--- src/rtl/rv_ctrl_pkg.sv ---
// Shared encodings for the multi-cycle RV32I control path: opcodes, ALU/WB/PC-select codes, FSM states.
// Latency: n/a (declarations only).
// Backpressure: n/a.
package rv_ctrl_pkg;

    localparam logic [6:0] OP_R      = 7'b0110011;
    localparam logic [6:0] OP_IALU   = 7'b0010011;
    localparam logic [6:0] OP_LOAD   = 7'b0000011;
    localparam logic [6:0] OP_STORE  = 7'b0100011;
    localparam logic [6:0] OP_BRANCH = 7'b1100011;
    localparam logic [6:0] OP_JAL    = 7'b1101111;
    localparam logic [6:0] OP_JALR   = 7'b1100111;
    localparam logic [6:0] OP_LUI    = 7'b0110111;
    localparam logic [6:0] OP_AUIPC  = 7'b0010111;

    localparam logic [6:0] F7_BASE = 7'b0000000;
    localparam logic [6:0] F7_ALT  = 7'b0100000;

    localparam logic [3:0] ALU_ADD = 4'b0000;
    localparam logic [3:0] ALU_SUB = 4'b0001;
    localparam logic [3:0] ALU_AND = 4'b0010;
    localparam logic [3:0] ALU_OR  = 4'b0100;
    localparam logic [3:0] ALU_XOR = 4'b1000;
    localparam logic [3:0] ALU_SRL = 4'b1001;
    localparam logic [3:0] ALU_SLL = 4'b1010;
    localparam logic [3:0] ALU_SRA = 4'b1100;
    localparam logic [3:0] ALU_LUI = 4'b1101;

    localparam logic [1:0] WB_LT  = 2'b00;
    localparam logic [1:0] WB_ALU = 2'b01;
    localparam logic [1:0] WB_MEM = 2'b10;
    localparam logic [1:0] WB_PC4 = 2'b11;

    localparam logic [1:0] PCSRC_PC4  = 2'b00;
    localparam logic [1:0] PCSRC_BR   = 2'b01;
    localparam logic [1:0] PCSRC_JALR = 2'b10;

    localparam logic [1:0] WHB_W = 2'b10;

    typedef enum logic [2:0] {
        FETCH, DECODE, EXEC, MEM, WB, TRAP
    } state_t;

    typedef enum logic [2:0] {
        CL_ALU, CL_LOAD, CL_STORE, CL_BRANCH, CL_JAL, CL_JALR
    } iclass_t;

    typedef struct packed {
        logic [3:0] alu_ctrl;
        logic       alu_src_a;
        logic       alu_src_b;
        logic [1:0] wb_sel;
        logic [1:0] whb;
        logic       su;
        logic       dmem_we;
        iclass_t    iclass;
        logic       illegal;
    } dec_t;

    // SLT/SLTU reuse SUB; the lt flag comes from the ALU compare path.
    function automatic logic [3:0] alu_from_f3(input logic [2:0] f3, input logic alt);
        case (f3)
            3'b000:         return alt ? ALU_SUB : ALU_ADD;
            3'b001:         return ALU_SLL;
            3'b010, 3'b011: return ALU_SUB;
            3'b100:         return ALU_XOR;
            3'b101:         return alt ? ALU_SRA : ALU_SRL;
            3'b110:         return ALU_OR;
            default:        return ALU_AND;
        endcase
    endfunction

endpackage

--- src/rtl/rv_decoder.sv ---
// Combinational RV32I decode of the latched IR into control fields, class and illegal flag.
// Latency: 0 cycles (pure combinational).
// Backpressure: none; output follows IR.
module rv_decoder
    import rv_ctrl_pkg::*;
(
    input  logic [31:0] i_ir,
    output dec_t        o_dec
);

    logic [6:0] w_op;
    logic [2:0] w_f3;
    logic [6:0] w_f7;
    logic       w_slt;
    logic       w_unused_ir;

    assign w_op        = i_ir[6:0];
    assign w_f3        = i_ir[14:12];
    assign w_f7        = i_ir[31:25];
    assign w_slt       = (w_f3 == 3'b010) || (w_f3 == 3'b011);
    assign w_unused_ir = ^{i_ir[24:15], i_ir[11:7]};

    always_comb begin
        o_dec.alu_ctrl  = ALU_ADD;
        o_dec.alu_src_a = 1'b0;
        o_dec.alu_src_b = 1'b0;
        o_dec.wb_sel    = WB_ALU;
        o_dec.whb       = WHB_W;
        o_dec.su        = 1'b1;
        o_dec.dmem_we   = 1'b0;
        o_dec.iclass    = CL_ALU;
        o_dec.illegal   = 1'b0;
        case (w_op)
            OP_R: begin
                o_dec.alu_ctrl = alu_from_f3(w_f3, w_f7[5]);
                o_dec.wb_sel   = w_slt ? WB_LT : WB_ALU;
                o_dec.su       = (w_f3 != 3'b011);
                o_dec.illegal  = !((w_f7 == F7_BASE) ||
                                   ((w_f7 == F7_ALT) && ((w_f3 == 3'b000) || (w_f3 == 3'b101))));
            end
            OP_IALU: begin
                // imm[10] only selects SRAI; for ADDI it is just an immediate bit.
                o_dec.alu_ctrl  = alu_from_f3(w_f3, (w_f3 == 3'b101) && w_f7[5]);
                o_dec.alu_src_b = 1'b1;
                o_dec.wb_sel    = w_slt ? WB_LT : WB_ALU;
                o_dec.su        = (w_f3 != 3'b011);
                if (w_f3 == 3'b001) begin
                    o_dec.illegal = (w_f7 != F7_BASE);
                end else if (w_f3 == 3'b101) begin
                    o_dec.illegal = (w_f7 != F7_BASE) && (w_f7 != F7_ALT);
                end
            end
            OP_LOAD: begin
                o_dec.iclass    = CL_LOAD;
                o_dec.alu_src_b = 1'b1;
                o_dec.wb_sel    = WB_MEM;
                o_dec.whb       = w_f3[1:0];
                o_dec.su        = !w_f3[2];
                o_dec.illegal   = (w_f3 == 3'b011) || (w_f3 == 3'b110) || (w_f3 == 3'b111);
            end
            OP_STORE: begin
                o_dec.iclass    = CL_STORE;
                o_dec.alu_src_b = 1'b1;
                o_dec.whb       = w_f3[1:0];
                o_dec.dmem_we   = 1'b1;
                o_dec.illegal   = w_f3[2] || (w_f3[1:0] == 2'b11);
            end
            OP_BRANCH: begin
                o_dec.iclass   = CL_BRANCH;
                o_dec.alu_ctrl = ALU_SUB;
                o_dec.su       = !w_f3[1];
                o_dec.illegal  = (w_f3 == 3'b010) || (w_f3 == 3'b011);
            end
            OP_JAL: begin
                o_dec.iclass    = CL_JAL;
                o_dec.alu_src_a = 1'b1;
                o_dec.alu_src_b = 1'b1;
                o_dec.wb_sel    = WB_PC4;
            end
            OP_JALR: begin
                o_dec.iclass    = CL_JALR;
                o_dec.alu_src_b = 1'b1;
                o_dec.wb_sel    = WB_PC4;
                o_dec.illegal   = (w_f3 != 3'b000);
            end
            OP_LUI: begin
                o_dec.alu_ctrl  = ALU_LUI;
                o_dec.alu_src_b = 1'b1;
            end
            OP_AUIPC: begin
                o_dec.alu_src_a = 1'b1;
                o_dec.alu_src_b = 1'b1;
            end
            default: o_dec.illegal = 1'b1;
        endcase
    end

endmodule

--- src/rtl/mc_control_unit.sv ---
// Multi-cycle RV32I control FSM: FETCH/DECODE/EXEC/MEM/WB with imem/dmem req/ack, timeout and illegal trap.
// Latency: ALU/JAL/JALR 4, load 5, store 4, branch 3 cycles with zero-wait acks.
// Backpressure: requests held until ack; TIMEOUT cycles without ack traps until reset.
module mc_control_unit
    import rv_ctrl_pkg::*;
#(
    parameter int XLEN    = 32,
    parameter int TIMEOUT = 255,
    parameter int CNT_W   = 32
) (
    input  logic             clk,
    input  logic             rst,
    input  logic [31:0]      instr,
    input  logic             imem_ack,
    input  logic             dmem_ack,
    input  logic             br_cond,
    output logic             imem_req,
    output logic             dmem_req,
    output logic             dmem_we,
    output logic             ir_we,
    output logic             pc_we,
    output logic [1:0]       pc_src,
    output logic             reg_write,
    output logic [3:0]       alu_ctrl,
    output logic             alu_src_a,
    output logic             alu_src_b,
    output logic [1:0]       wb_sel,
    output logic [1:0]       whb,
    output logic             su,
    output logic             trap,
    output logic [CNT_W-1:0] retired
);

    localparam int             TO_W    = $clog2(TIMEOUT + 1);
    localparam logic [TO_W-1:0] TO_LAST = TO_W'(TIMEOUT - 1);

    if (TIMEOUT < 1 || XLEN < 32) begin : g_bad_param
        $error("mc_control_unit: TIMEOUT must be >= 1 and XLEN >= 32");
    end

    state_t           r_state;
    state_t           w_next;
    logic [31:0]      r_ir;
    logic [TO_W-1:0]  r_to_cnt;
    logic [CNT_W-1:0] r_retired;
    dec_t             w_dec;
    logic             w_req;
    logic             w_ack;
    logic             w_wait;
    logic             w_to_hit;
    logic             w_retire;
    logic             w_is_store;

    rv_decoder u_dec (
        .i_ir  (r_ir),
        .o_dec (w_dec)
    );

    assign w_is_store = (w_dec.iclass == CL_STORE);
    assign w_req      = (r_state == FETCH) || (r_state == MEM);
    assign w_ack      = (r_state == FETCH) ? imem_ack : dmem_ack;
    assign w_wait     = w_req && !w_ack;
    // An ack in the limit cycle clears w_wait, so it takes priority over the trap.
    assign w_to_hit   = w_wait && (r_to_cnt == TO_LAST);

    always_ff @(posedge clk) begin
        if (rst) begin
            r_state   <= FETCH;
            r_ir      <= '0;
            r_to_cnt  <= '0;
            r_retired <= '0;
        end else begin
            r_state <= w_next;
            if ((r_state == FETCH) && imem_ack) begin
                r_ir <= instr;
            end
            if (w_next != r_state) begin
                r_to_cnt <= '0;
            end else if (w_wait) begin
                r_to_cnt <= r_to_cnt + TO_W'(1);
            end
            if (w_retire) begin
                r_retired <= r_retired + CNT_W'(1);
            end
        end
    end

    always_comb begin
        w_next   = r_state;
        w_retire = 1'b0;
        case (r_state)
            FETCH: begin
                if (imem_ack) begin
                    w_next = DECODE;
                end else if (w_to_hit) begin
                    w_next = TRAP;
                end
            end
            DECODE: w_next = w_dec.illegal ? TRAP : EXEC;
            EXEC: begin
                case (w_dec.iclass)
                    CL_BRANCH: begin
                        w_next   = FETCH;
                        w_retire = 1'b1;
                    end
                    CL_LOAD, CL_STORE: w_next = MEM;
                    default:           w_next = WB;
                endcase
            end
            MEM: begin
                if (dmem_ack) begin
                    w_next   = w_is_store ? FETCH : WB;
                    w_retire = w_is_store;
                end else if (w_to_hit) begin
                    w_next = TRAP;
                end
            end
            WB: begin
                w_next   = FETCH;
                w_retire = 1'b1;
            end
            default: w_next = TRAP;
        endcase
    end

    // Strobes that complete a handshake (ir_we, store pc_we) are qualified by the ack.
    always_comb begin
        imem_req  = 1'b0;
        dmem_req  = 1'b0;
        dmem_we   = 1'b0;
        ir_we     = 1'b0;
        pc_we     = 1'b0;
        pc_src    = PCSRC_PC4;
        reg_write = 1'b0;
        alu_ctrl  = ALU_ADD;
        alu_src_a = 1'b0;
        alu_src_b = 1'b0;
        wb_sel    = WB_LT;
        whb       = WHB_W;
        su        = 1'b1;
        trap      = 1'b0;
        if (!rst) begin
            if ((r_state == EXEC) || (r_state == MEM) || (r_state == WB)) begin
                alu_ctrl  = w_dec.alu_ctrl;
                alu_src_a = w_dec.alu_src_a;
                alu_src_b = w_dec.alu_src_b;
                wb_sel    = w_dec.wb_sel;
                whb       = w_dec.whb;
                su        = w_dec.su;
            end
            case (r_state)
                FETCH: begin
                    imem_req = 1'b1;
                    ir_we    = imem_ack;
                end
                EXEC: begin
                    if (w_dec.iclass == CL_BRANCH) begin
                        pc_we  = 1'b1;
                        pc_src = br_cond ? PCSRC_BR : PCSRC_PC4;
                    end
                end
                MEM: begin
                    dmem_req = 1'b1;
                    dmem_we  = w_dec.dmem_we;
                    pc_we    = w_is_store && dmem_ack;
                end
                WB: begin
                    reg_write = 1'b1;
                    pc_we     = 1'b1;
                    if (w_dec.iclass == CL_JAL) begin
                        pc_src = PCSRC_BR;
                    end else if (w_dec.iclass == CL_JALR) begin
                        pc_src = PCSRC_JALR;
                    end
                end
                TRAP:    trap = 1'b1;
                default: ;
            endcase
        end
    end

    assign retired = r_retired;

endmodule

--- config.mk ---
export PLATFORM = sky130hd
export DESIGN_NAME = mc_control_unit
export DESIGN_NICKNAME = d
export VERILOG_FILES = /design/src/rtl/rv_ctrl_pkg.sv /design/src/rtl/rv_decoder.sv /design/src/rtl/mc_control_unit.sv
export SDC_FILE = /design/constraint.sdc
export NUM_CORES = 1
export LEC_CHECK = 0
export CAP_MARGIN = 0
export CORE_MARGIN = 2
export CORE_UTILIZATION = 53
export DETAILED_ROUTE_END_ITERATION = 8
export PLACE_DENSITY = 0.82
export SETUP_SLACK_MARGIN = 0.05
export SLEW_MARGIN = 15
export SYNTH_ARGS = -nofsm -noshare
export SYNTH_HDL_FRONTEND = slang
export SYNTH_SLANG_ARGS = --single-unit
--- constraint.sdc ---
create_clock -name clk -period 7 [get_ports clk]
set_input_delay 1.4 -clock clk [delete_from_list [all_inputs] [get_ports clk]]
set_output_delay 1.4 -clock clk [all_outputs]
set_load 0.005 [all_outputs]
==> out/summary.txt <==
initial DRC count = 244
post-synthesis adder-cell area fraction = 1.096%
Synth top area share = 35.06%
width of the die = 84.40 um
Tmin final = 4.881 ns
Die Area = 7123 um2
RSZ-0062 raised after global routing = no
global route overflow = 0
worst hold slack = 0.4632 ns
Port Buffers = 73
Setup CP Type = input port to output pin
Internal = 0.5752 mW
Cells after Synth = 465
post-synthesis sequential area ratio = 35.06%
initial antenna violation count = 0
Flop pwr share = 47.6%
critical path depth = 7
setup ws final = 2.119 ns
WP data required = 5.60 ns
syn_nets = 505
crit start category = input port
Nets = 562
Die Y = 84.40 um
WL/cell = 14.28 um
CTS tree = built
# DRC = 0
global-route wire length before repair = 14590 um
Routed WL = 8626 um
Mapped Avg Cell Area = 7.367 um2
setup_tns = 0 ns
largest net degree at the start of global routing = 66
Lkg Pwr = 1.417 nW
combinational power share = 12.3%
synthesized area = 3426 um2
vias in the first global route = 3216
IO Pins = 89
area leader, netlist = dfxtp_1
RePlAce Congestion = 0.9008
Skew-Pair Late Insertion Delay = 0.34 ns
Bufs on Longest Clock Path = 2
Max-slew headroom = 56.75%
Worst Hold Class = register to register
post-cts gate resize count = 0
Rows = 29
number of max-cap violations = 0
setup bufs post-CTS = 0
fin area = 4345 um2
Cell variety after synth = 51
Sw Share = 26.42%
Fmax = 204.9 MHz
slowest CP cell = clkdlybuf4s50_1
Area contributors post-synth = dfxtp_1 35%, nand2_1 7.5%, xnor2_1 5.9%
clock transition at the registers of the reported paths = 0.06 ns
Clk pwr share = 40.0%
P_sw = 0.2065 mW
reg2reg path depth = 7
EDFF count, synth = 0
skew final = 0.008067 ns
Hold Crit Depth = 2
max incr delay on CP = 0.60 ns
Worst Path Max Fanout = 34
CTS Buf Count = 9
Hold Vio Cnt, Final = 0
Post-DP Area = 4144 um2
main combinational cell family by area after synthesis = simple AND/OR/NAND/NOR gates
Finished Layout Cells = 604
multiplexer area fraction after synthesis = 0.2922%
Ys Warns = 0
most frequent CP cell = clkdlybuf4s50_1
Design Power = 0.7817 mW
count leader, synth = nand2_1
Worst VDD drop = 0.0001188 V
fin util = 68.83%
power per cell area = 179.9 nW/um2
Main synth FF type = dfxtp_1
synthesized flop and latch total = 60
vias after detailed routing = 3576
leading post-synthesis cells by instance count = 68 x nand2_1, 60 x dfxtp_1, 52 x nor2_1
clock root buffer = clkbuf_8
P&R area growth vs syn = 26.84%
status = completed
CP Buf/Inv Count = 3
WP data arrival = 3.48 ns
family with the most delay on the worst path = buffers and inverters
pre-CTS setup slack = 2.142 ns
1st-pass router iterations = 5
Worst Setup End Kind = output pin
H-tree depth = 3
GRT Util Overall = 24.68%
Slew @ Worst Pin = 0.6488 ns
DR vias/cell = 5.921
cells along the critical path = clkdlybuf4s50_1, and3b_1, a21oi_1, o41a_1, buf_4, nor2_1, clkdlybuf4s50_1
Synth Area in Compound Gates = 15.96%
n_diodes = 0
share of the clock period used by the worst path = 69.73%
hpwl dp = 5895 um
post-synthesis simple-gate area fraction = 36.60%
max-slew violations = 0
Sink Count = 60
Placed Cells = 588
endpoints failing setup = 0
share of flip-flops with an asynchronous set or reset = 0%
Final ANT Viol Nets = 0
Initial Util = 54.26%
core area = 6314 um2
Hold Buf Count CTS = 0
layout cells sized above 1 = 4.744%
Post-Synth XOR/XNOR Area = 6.647%
-- cell usage in the layout, fill, tap and decap left out, types with 6 or more instances in the layout --
cell type and n:
nand4_1 13, dfxtp_1 60, clkbuf_8 11, nor4_1 8, o21ai_0 22, nand3_1 23, and3_1 10, nor3_1 20
inv_1 8, a21oi_1 40, nor2_1 52, nand2_1 68, nand2b_1 12, clkdlybuf4s50_1 72, xnor2_1 23, or3_1 12
nor2b_1 6
-- power groups by stage --
stage | Sequential (mW) | Clock, mW | Combinational, mW
floorplan | 0.366 | 0 | 0.0760
global placement | 0.378 | 0 | 0.0936
global route | 0.375 | 0.333 | 0.107
finish | 0.372 | 0.313 | 0.0965
CTS | 0.372 | 0.319 | 0.0963
detailed placement | 0.379 | 0 | 0.0954
-- kinds of logic (layout without fill, tap and decap cells) --
kind of cell	Yosys count	in the layout
buffers and inverters	37	99
multiplexers	1	1
XOR/XNOR	26	26
AO/OA/AOI/OAI	89	89
flip-flops	60	60
AND/OR/NAND/NOR	249	249
adder cells (fa/ha/maj)	3	3
-- area by class of cell --
class | instances | area (um2)
multi-input combinational | 368 | 2076
fill | 552 | 1968
tap | 77 | 96.34
clock inverter | 5 | 50.05
timing repair buffer | 75 | 740.7
clock buffer | 11 | 151.4
inverter | 8 | 30.03
sequential | 60 | 1201
-- worst paths after layout --
check	from	end	slack, ns
max reg2reg	r_ir[4]	retired[21]	4.31
min	r_ir[27]	r_ir[27]	0.46
max	dmem_ack	pc_we	2.12
min reg2reg	r_ir[27]	r_ir[27]	0.46
-- state kept, by name, summed over array words and instances, names as in the netlist --
register	flops
r_ir	17
r_state	3
r_to_cnt	8
retired	32
-- worst reg2reg max path, cell delays in order (launching register included) --
cell and delay, ns:
dfxtp_1 0.43, and4bb_1 0.42, nand2b_2 0.10, o41a_1 0.39, buf_4 0.25, or3_1 0.50
or3_1 0.38, a21oi_1 0.14
-- metal layers --
layer / part of all wire [%] / vias up / global-route usage (%)
met5: 0 / - / 0
met4: 2.1 / 0 / 9.957
met3: 6.9 / 17 / 5.113
met2: 47 / 161 / 39.83
met1: 44 / 1640 / 32.42
li1: - / 1758 / -
Note: power is estimated with default switching activity, not from simulation.
